[src/rtl/hex_display_scan_if.sv]
// hex_display_scan_if: groups the data-capture controls and the multiplexed
// seven-segment outputs of hex_display_scan into one bundle.
//   data_hi, data_lo : 8-bit upper/lower display bytes
//   load, hold       : capture strobe and capture freeze
//   blank            : turn all digits off
//   an, seg, dp      : active-low anodes, segments {g..a} and decimal point
//   digit_idx        : digit currently being scanned
//   frame_done       : one-cycle pulse at the end of each 4-digit frame
// The master modport drives the data/control side, and the slave modport is
// the display scanner.
interface hex_display_scan_if;
    logic [7:0] data_hi;
    logic [7:0] data_lo;
    logic       load;
    logic       hold;
    logic       blank;
    logic [3:0] an;
    logic [6:0] seg;
    logic       dp;
    logic [1:0] digit_idx;
    logic       frame_done;

    modport master (
        output data_hi, data_lo, load, hold, blank,
        input  an, seg, dp, digit_idx, frame_done
    );

    modport slave (
        input  data_hi, data_lo, load, hold, blank,
        output an, seg, dp, digit_idx, frame_done
    );
endinterface

[src/rtl/hex_display_scan.sv]
// hex_display_scan: time-multiplexed driver for a 4-digit, common-anode,
// seven-segment display. It shows a 16-bit value as four hex digits, with
// digit 0 rightmost and a decimal point between the two bytes.
//   clk   : system clock, rising edge
//   rst   : synchronous, active-high reset
//   disp  : hex_display_scan_if.slave. Inputs are data_hi/data_lo/load/hold/blank.
//           Outputs are an/seg/dp/digit_idx/frame_done.
// A new value is captured into a pending register on load (unless hold is
// set). It only becomes visible at a frame boundary, so a frame never shows
// a mix of old and new digits.
module hex_display_scan #(
    parameter int PRESCALE = 100000
) (
    input  logic              clk,
    input  logic              rst,
    hex_display_scan_if.slave disp
);

    localparam logic [19:0] CNT_LAST = 20'(PRESCALE - 1);

    logic [19:0] cnt_q, cnt_d;
    logic [1:0]  digit_idx_q, digit_idx_d;
    logic [15:0] pending_q, pending_d;
    logic [15:0] shown_q, shown_d;
    logic [3:0]  an_q, an_d;
    logic [6:0]  seg_q, seg_d;
    logic        dp_q, dp_d;
    logic        frame_done_q, frame_done_d;

    logic        tick;
    logic        frame_end;
    logic [3:0]  nibble;

    function automatic logic [6:0] hex_to_seg(input logic [3:0] h);
        logic [6:0] s;
        case (h)
            4'h0:    s = 7'h40;
            4'h1:    s = 7'h79;
            4'h2:    s = 7'h24;
            4'h3:    s = 7'h30;
            4'h4:    s = 7'h19;
            4'h5:    s = 7'h12;
            4'h6:    s = 7'h02;
            4'h7:    s = 7'h78;
            4'h8:    s = 7'h00;
            4'h9:    s = 7'h10;
            4'hA:    s = 7'h08;
            4'hB:    s = 7'h03;
            4'hC:    s = 7'h46;
            4'hD:    s = 7'h21;
            4'hE:    s = 7'h06;
            default: s = 7'h0E;
        endcase
        return s;
    endfunction

    assign tick      = (cnt_q == CNT_LAST);
    assign frame_end = tick && (digit_idx_q == 2'd3);
    assign nibble    = shown_q[{digit_idx_q, 2'b00} +: 4];

    always_comb begin
        cnt_d        = tick ? '0 : cnt_q + 20'd1;
        digit_idx_d  = tick ? digit_idx_q + 2'd1 : digit_idx_q;
        frame_done_d = frame_end;

        // The shown register takes the value that pending holds before this
        // edge, so a load in the same cycle waits one frame longer.
        shown_d   = frame_end ? pending_q : shown_q;
        pending_d = (disp.load && !disp.hold) ? {disp.data_hi, disp.data_lo} : pending_q;

        // Outputs are built from the current index and shown value, so they
        // trail digit_idx by one cycle.
        if (disp.blank) begin
            an_d  = '1;
            seg_d = '1;
            dp_d  = 1'b1;
        end else begin
            an_d  = ~(4'b0001 << digit_idx_q);
            seg_d = hex_to_seg(nibble);
            dp_d  = (digit_idx_q != 2'd2);
        end
    end

    always_ff @(posedge clk) begin
        if (rst) begin
            cnt_q        <= '0;
            digit_idx_q  <= '0;
            pending_q    <= '0;
            shown_q      <= '0;
            an_q         <= '1;
            seg_q        <= '1;
            dp_q         <= 1'b1;
            frame_done_q <= 1'b0;
        end else begin
            cnt_q        <= cnt_d;
            digit_idx_q  <= digit_idx_d;
            pending_q    <= pending_d;
            shown_q      <= shown_d;
            an_q         <= an_d;
            seg_q        <= seg_d;
            dp_q         <= dp_d;
            frame_done_q <= frame_done_d;
        end
    end

    assign disp.an         = an_q;
    assign disp.seg        = seg_q;
    assign disp.dp         = dp_q;
    assign disp.digit_idx  = digit_idx_q;
    assign disp.frame_done = frame_done_q;

endmodule

[src/flat_wrapper.sv]
// flat-port wrapper written by rule: the top's interface ports become plain ports
module hex_display_scan_flat 
#(
    parameter int PRESCALE = 100000
)
  (clk, rst, disp_data_hi, disp_data_lo, disp_load, disp_hold, disp_blank, disp_an, disp_seg, disp_dp, disp_digit_idx, disp_frame_done);
  hex_display_scan_if disp_i ();
  input  logic clk;
  input  logic rst;
  input wire logic [$bits(disp_i.data_hi)-1:0] disp_data_hi;
  input wire logic [$bits(disp_i.data_lo)-1:0] disp_data_lo;
  input wire logic [$bits(disp_i.load)-1:0] disp_load;
  input wire logic [$bits(disp_i.hold)-1:0] disp_hold;
  input wire logic [$bits(disp_i.blank)-1:0] disp_blank;
  output wire logic [$bits(disp_i.an)-1:0] disp_an;
  output wire logic [$bits(disp_i.seg)-1:0] disp_seg;
  output wire logic [$bits(disp_i.dp)-1:0] disp_dp;
  output wire logic [$bits(disp_i.digit_idx)-1:0] disp_digit_idx;
  output wire logic [$bits(disp_i.frame_done)-1:0] disp_frame_done;
  assign disp_i.data_hi = disp_data_hi;
  assign disp_i.data_lo = disp_data_lo;
  assign disp_i.load = disp_load;
  assign disp_i.hold = disp_hold;
  assign disp_i.blank = disp_blank;
  assign disp_an = disp_i.an;
  assign disp_seg = disp_i.seg;
  assign disp_dp = disp_i.dp;
  assign disp_digit_idx = disp_i.digit_idx;
  assign disp_frame_done = disp_i.frame_done;
  hex_display_scan #(.PRESCALE(PRESCALE)) u_core (.clk(clk), .rst(rst), .disp(disp_i));
endmodule
[config.mk]
export PLATFORM = sky130hd
export DESIGN_NAME = hex_display_scan_flat
export DESIGN_NICKNAME = d
export VERILOG_FILES = /design/src/rtl/hex_display_scan_if.sv /design/src/rtl/hex_display_scan.sv /design/src/flat_wrapper.sv
export SDC_FILE = /design/constraint.sdc
export NUM_CORES = 1
export LEC_CHECK = 0
export CAP_MARGIN = 20
export CORE_ASPECT_RATIO = 2
export CORE_MARGIN = 2
export CORE_UTILIZATION = 58
export CTS_BUF_LIST = sky130_fd_sc_hd__clkbuf_4
export CTS_CLUSTER_DIAMETER = 120
export DETAILED_ROUTE_END_ITERATION = 10
export PLACE_DENSITY_LB_ADDON = 0.25
export SLEW_MARGIN = 0
export SYNTH_ARGS = -nofsm -noshare
export SYNTH_HDL_FRONTEND = slang
export SYNTH_SLANG_ARGS = --single-unit
[constraint.sdc]
create_clock -name clk -period 5.86 [get_ports clk]
set_clock_uncertainty 0.1 [all_clocks]
set_input_delay 1.758 -clock clk [delete_from_list [all_inputs] [get_ports clk]]
set_output_delay 1.758 -clock clk [all_outputs]
set_load 0.05 [all_outputs]
==> impl_metrics.yaml, run 1 <==
sta:
  worst_slew_pin_slew_ns: 1.036
  period_share_pct: 63.95
  rsz0062_at_grt: "no"
  hold_viol: 0
  tns_ns: 0
  period_needed_ns: 3.748
  relSlewSlack_pct: 30.80
  setup_violations: 0
  max_freq_mhz: 266.8
  drv_slew: 0
  holdWs_ns: 0.3646
detailed_routing:
  vias_per_cell: 5.940
  detail_route.wl_per_cell_um: 15.09
  first_iter_violations: 46
  num_vias: 2465
  first_pass_iters: 4
  final_antenna_net_count: 0
  drc: 0
  wl_um: 6263
yosys:
  yosys_register_bits: 66
  ys_warn_count: 0
  ys_seq_area_share_pct: 43.93
  synth_area_per_cell_um2: 9.198
  postSynth.asyncResetShare_pct: 0
  yosysUniqueCellTypes: 46
  synthFlopType: "dfxtp_1"
  synth_area_leaders: "dfxtp_1 44%, a21oi_1 7.0%, nand2_1 5.5%"
  synthCells: 327
  yosysTopAreaCellShare_pct: 43.93
  synth_nets: 359
  synth_largest_area_cell: "dfxtp_1"
  synth_edf_count: 0
  netlist_area_um2: 3008
critical_path:
  end_kind: "primary output"
  crit_start: "u_core.disp.digit_idx[0]"
  worstPathArrival_ns: 1.89
  cp-start-kind: "flip-flop"
  crit_path_cell_trace: "clkdlybuf4s50_1"
  critPathKind: "reg2out"
  worstPathMaxFanout: 9
  cp_slowest_stage_delay_ns: 0.89
  cp_top_family: "buffers and inverters"
  cpMaxStageDelayCell: "clkdlybuf4s50_1"
  required_ns: 4.00
  r2r_end: "u_core.shown_q[3]"
  critPathBufInv: 1
  rr_startpoint: "u_core.disp.digit_idx[0]"
  r2r_setup_slack_ns: 3.06
  rr_worst_depth: 4
grt:
  grt_pass1_vias: 2388
  grt_usage_pct: 25.05
  grt_use_met3_pct: 5.949
  met2_usage_pct: 44.90
  use_met1_pct: 24.93
  grt_max_degree: 40
  grt_busiest_layer: "met2"
  antenna_found_initial: 0
  grt.overflow.total: 0
  grt_pass1_wl_um: 10560
job:
  cap_violations: 0
floorplanning:
  die_w_um: 54.92
  std_cell_rows: 37
  fp.dieH_um: 105.8
  die-area_um2: 5813
  io-pin-count: 36
  fp.coreArea_um2: 5092
  initial_utilization_pct: 59.07
final_layout:
  fin_util_pct: 67.30
  diodes: 0
  syn2layout_area_growth_pct: 13.94
  fill_cells: 458
  multi_input_comb_area_um2: 1520
  final_cell_mix: "66 x dfxtp_1, 44 x nand2_1, 42 x a21oi_1"
  nNetsFinal: 384
  regArea_um2: 1321
  layout-drive-gt1-share_pct: 10.08
  final_common_cell: "dfxtp_1"
clock_network:
  cts_max_path_buffers: 2
  cts_resized: 0
  ctsHoldBuffers: 0
  cts_tree: "yes"
  clock_latency_ns: 0.42
  cts.clk_slew.worst_paths_ns: 0.10
  postCtsSetupBuffers: 0
  numCtsBuffers: 9
  h-tree-depth: 3
  cts_root_buffer: "clkbuf_4"
  clkSinkCount: 66
hold_path:
  holdPathStages: 2
  worstHoldPathType: "reg2reg"
  holdPathEnd: "u_core.pending_q[12]"
  min-delay-start: "u_core.pending_q[12]"
place:
  port_buffers: 35
  post-dp-hpwl_um: 4442
  gp_congestion: 0.7353
outcome:
  status: "completed"
power_and_ir_drop:
  peakVddDrop_mv: 0.2085
  power.density_nw_per_um2: 221.0
  power.leakage_nw: 1.166
==> cells in the mapped netlist (2+ instances only) <==
master / number
dfxtp_1: 66
nand2_1: 44
a21oi_1: 42
nand4_1: 24
nor2_1: 21
clkbuf_1: 12
ha_1: 11
o31ai_1: 11
xor2_1: 11
o21ai_0: 7
buf_2: 6
inv_1: 6
nand3_1: 6
o31ai_2: 6
and4_1: 5
mux4_2: 4
a31oi_1: 3
buf_4: 3
xnor2_1: 3
and3_1: 2
buf_6: 2
nand2b_1: 2
nor2b_1: 2
nor4_1: 2
o221ai_1: 2
or3_1: 2
or3_4: 2
or4_1: 2
==> area by class of cell <==
cell class              instances  area share [%]
repair buffers                 38           11.17
clock buffers                  11           2.410
clock inverters                 5          0.6207
multi-input cells             230           44.36
well taps                      58           2.118
flip-flops and latches         66           38.55
inverters                       7          0.7667
==> how the worst max path moves through the flow <==
stage,to,cells past startpoint
after floorplan,disp_an[2],1
after global placement,u_core.pending_q[1],4
after detailed placement,u_core.pending_q[15],4
after CTS,disp_digit_idx[0],1
after global routing,disp_digit_idx[0],1
final,disp_digit_idx[0],1
==> routing by layer <==
layer	share of wire, %	up-vias
met5	0	-
met4	2.3	0
met3	3.1	13
met2	57	46
met1	37	1180
li1	-	1226
==> power breakdown <==
part           switching, mW  internal, mW
sequential           0.00479         0.458
combinational         0.0278        0.0235
clock                  0.152        0.0912
total                  0.185         0.572
==> worst reg2reg max path, delay by kind of cell (launching register included) <==
family | cells | cell delay, ns
buf+inv | 1 | 0.74
fa+ha+maj | 1 | 0.69
compound gates | 2 | 0.59
flops | 1 | 0.58
==> sequential cells by signal, summed over array words and instances (netlist names) <==
| signal | flops |
|---|---|
| u_core.cnt_q | 20 |
| u_core.disp.digit_idx | 2 |
| u_core.pending_q | 16 |
| u_core.disp.frame_done | 1 |
| u_core.disp.seg | 7 |
| u_core.disp.an | 4 |
| u_core.shown_q | 16 |
==> metrics by stage <==
| step | power, mW | setup WS (ns) | instances | cell area, um^2 |
|---|---|---|---|---|
| final | 0.7574 | 2.112 | 415 | 3427 |
| after global routing | 0.7890 | 2.015 | 415 | 3427 |
| after CTS | 0.7668 | 2.065 | 413 | 3402 |
| after detailed placement | 0.5247 | 2.308 | 397 | 3298 |
| after global placement | 0.5235 | 2.356 | 397 | 3298 |
| after floorplan | 0.5008 | 3.108 | 327 | 3008 |
==> cell families after synthesis <==
group           count (synthesis)  share of synthesized area [%]
flops                          66                          43.93
xor+xnor                       14                          4.077
compound gates                 77                          17.06
mux                             6                          3.702
fa+ha+maj                      11                          4.576
simple gates                  122                          21.13
buf+inv                        31                          5.532
No activity file was read; power rests on OpenSTA's default activity.
==> run 2, diff against run 1 <==
CORE_UTILIZATION = 52   (was 58)
clock period = 3.05 ns   (was 5.86 ns; I/O delays follow)
==> impl_metrics.yaml, run 2 (synthesis results as in run 1) <==
final_layout:
  final_common_cell: "dfxtp_1"
  fill_cells: 502
  fin_util_pct: 60.59
  final_cell_mix: "66 x dfxtp_1, 44 x nand2_1, 42 x a21oi_1"
  reg.largest.list: "u_core.cnt_q x20, u_core.pending_q x16, u_core.shown_q x16"
  syn2layout_area_growth_pct: 14.02
  multi_input_comb_area_um2: 1520
  layout-drive-gt1-share_pct: 10.36
  regArea_um2: 1321
  diodes: 0
  nNetsFinal: 387
  largest_reg_flops: 20
  top_register: "u_core.cnt_q"
power_and_ir_drop:
  power.leakage_nw: 1.170
  netSwitchingFraction_pct: 24.09
  p_clk_share_pct: 31.4
  internal_power_mw: 1.093
  power.density_nw_per_um2: 419.8
  power_mw: 1.440
  p_seq_share_pct: 61.7
  switching_power_mw: 0.3469
  peakVddDrop_mv: 0.3262
  comb_power_share_pct: 6.9
clock_network:
  ctsHoldBuffers: 0
  cts_max_path_buffers: 2
  h-tree-depth: 3
  clkSinkCount: 66
  cts_root_buffer: "clkbuf_4"
  clock_latency_ns: 0.42
  cts_tree: "yes"
  postCtsSetupBuffers: 0
  cts_resized: 0
  numCtsBuffers: 9
  cts.clk_slew.worst_paths_ns: 0.10
critical_path:
  cp_top_family: "buffers and inverters"
  r2r_end: "u_core.cnt_q[16]"
  end_kind: "primary output"
  worstPathMaxFanout: 9
  crit_path_cell_trace: "clkdlybuf4s50_1"
  critPathBufInv: 1
  cpMaxStageDelayCell: "clkdlybuf4s50_1"
  required_ns: 2.03
  rr_startpoint: "u_core.cnt_q[0]"
  critPathKind: "reg2out"
  r2r_setup_slack_ns: 0.77
  worstPathArrival_ns: 1.84
  cp_slowest_stage_delay_ns: 0.88
  rr_worst_depth: 5
  cp-start-kind: "flip-flop"
grt:
  grt_max_degree: 37
  grt_pass1_wl_um: 10610
  grt_pass1_vias: 2399
  grt_usage_pct: 21.63
  grt.overflow.total: 0
  antenna_found_initial: 0
sta:
  period_share_pct: 93.69
  setup_violations: 0
  rsz0062_at_grt: "no"
  hold_viol: 0
  max_freq_mhz: 350.0
  holdWs_ns: 0.3601
  drv_slew: 0
  tns_ns: 0
  worst_slew_pin_slew_ns: 0.6294
  period_needed_ns: 2.857
  relSlewSlack_pct: 58.01
hold_path:
  holdPathStages: 2
  min-delay-start: "u_core.pending_q[15]"
  holdPathEnd: "u_core.pending_q[15]"
  worstHoldPathType: "reg2reg"
floorplanning:
  fp.dieH_um: 111.6
  std_cell_rows: 39
  die_w_um: 57.78
  initial_utilization_pct: 53.14
  fp.coreArea_um2: 5660
  die-area_um2: 6446
  io-pin-count: 36
detailed_routing:
  wl_um: 6250
  wl_met2_um: 3532
  route.met3.wl_um: 206
  num_vias: 2441
  drc: 0
  first_iter_violations: 58
  drt-met1-wl_um: 2260
  vias_per_cell: 5.840
  top_layer: "met4"
  first_pass_iters: 4
  detail_route.wl_per_cell_um: 14.95
  final_antenna_net_count: 0
outcome:
  status: "completed"
place:
  gp_congestion: 0.9352
  post-dp-hpwl_um: 4575
  port_buffers: 35
job:
  cap_violations: 0
## run 2: changes by cell type in the layout (fill, tap and decap cells not counted)
cell	change
clkinv_2	-2
clkinv_1	-1
clkbuf_8	-1
buf_4	+5
buf_6	-1
## run 2: worst max-delay path by stage
stage,endpoint,cells past startpoint,startpoint
2_1_floorplan,u_core.disp.seg[0],6,u_core.disp.digit_idx[0]
3_3_place_gp,u_core.disp.seg[3],4,rst
3_5_place_dp,disp_digit_idx[1],1,u_core.disp.digit_idx[1]
4_1_cts,disp_digit_idx[1],1,u_core.disp.digit_idx[1]
5_1_grt,disp_digit_idx[1],1,u_core.disp.digit_idx[1]
6_report,disp_digit_idx[1],1,u_core.disp.digit_idx[1]
## run 2: power by group through the flow
stage          Sequential, mW  Combinational (mW)  Clock, mW
6_report                0.888              0.0992      0.452
3_3_place_gp            0.908              0.0988          0
3_5_place_dp            0.909               0.100          0
4_1_cts                 0.889               0.100      0.465
2_1_floorplan           0.924              0.0380          0
5_1_grt                 0.891               0.109      0.508
## run 2: layer usage
metal / GRT usage (%) / up-vias
met2: 38.64 / 50
met1: 20.73 / 1137
met5: 0 / -
li1: - / 1233
met4: 13.80 / 0
met3: 5.807 / 21
## run 2: layout make-up
type | instances | area share [%]
clock inverters | 2 | 0.2189
well taps | 61 | 2.225
clock buffers | 11 | 2.408
multi-input cells | 230 | 44.33
inverters | 7 | 0.7661
flip-flops and latches | 66 | 38.53
repair buffers | 41 | 11.53
## run 2: stage by stage
stage | std cells | area, um^2 | worst slack (ns)
global placement | 405 | 3339 | 0.6391
floorplan | 327 | 3008 | 0.5508
global route | 418 | 3430 | 0.09152
CTS | 418 | 3430 | 0.1494
finish | 418 | 3430 | 0.1926
detailed placement | 405 | 3339 | 0.6314
## run 2: worst reg2reg max path, stage by stage (launching register included)
cell,delay (ns)
dfxtp_1,0.38
ha_1,0.22
nand4_1,0.22
or3_4,0.59
o21bai_4,0.43
o21ba_2,0.23
==> run 3, diff against run 2 <==
CTS_CLUSTER_SIZE = 24   (was unset)
==> results of run 3 <==
Same layout as run 2: the final DEF is identical, and so are final timing and power.
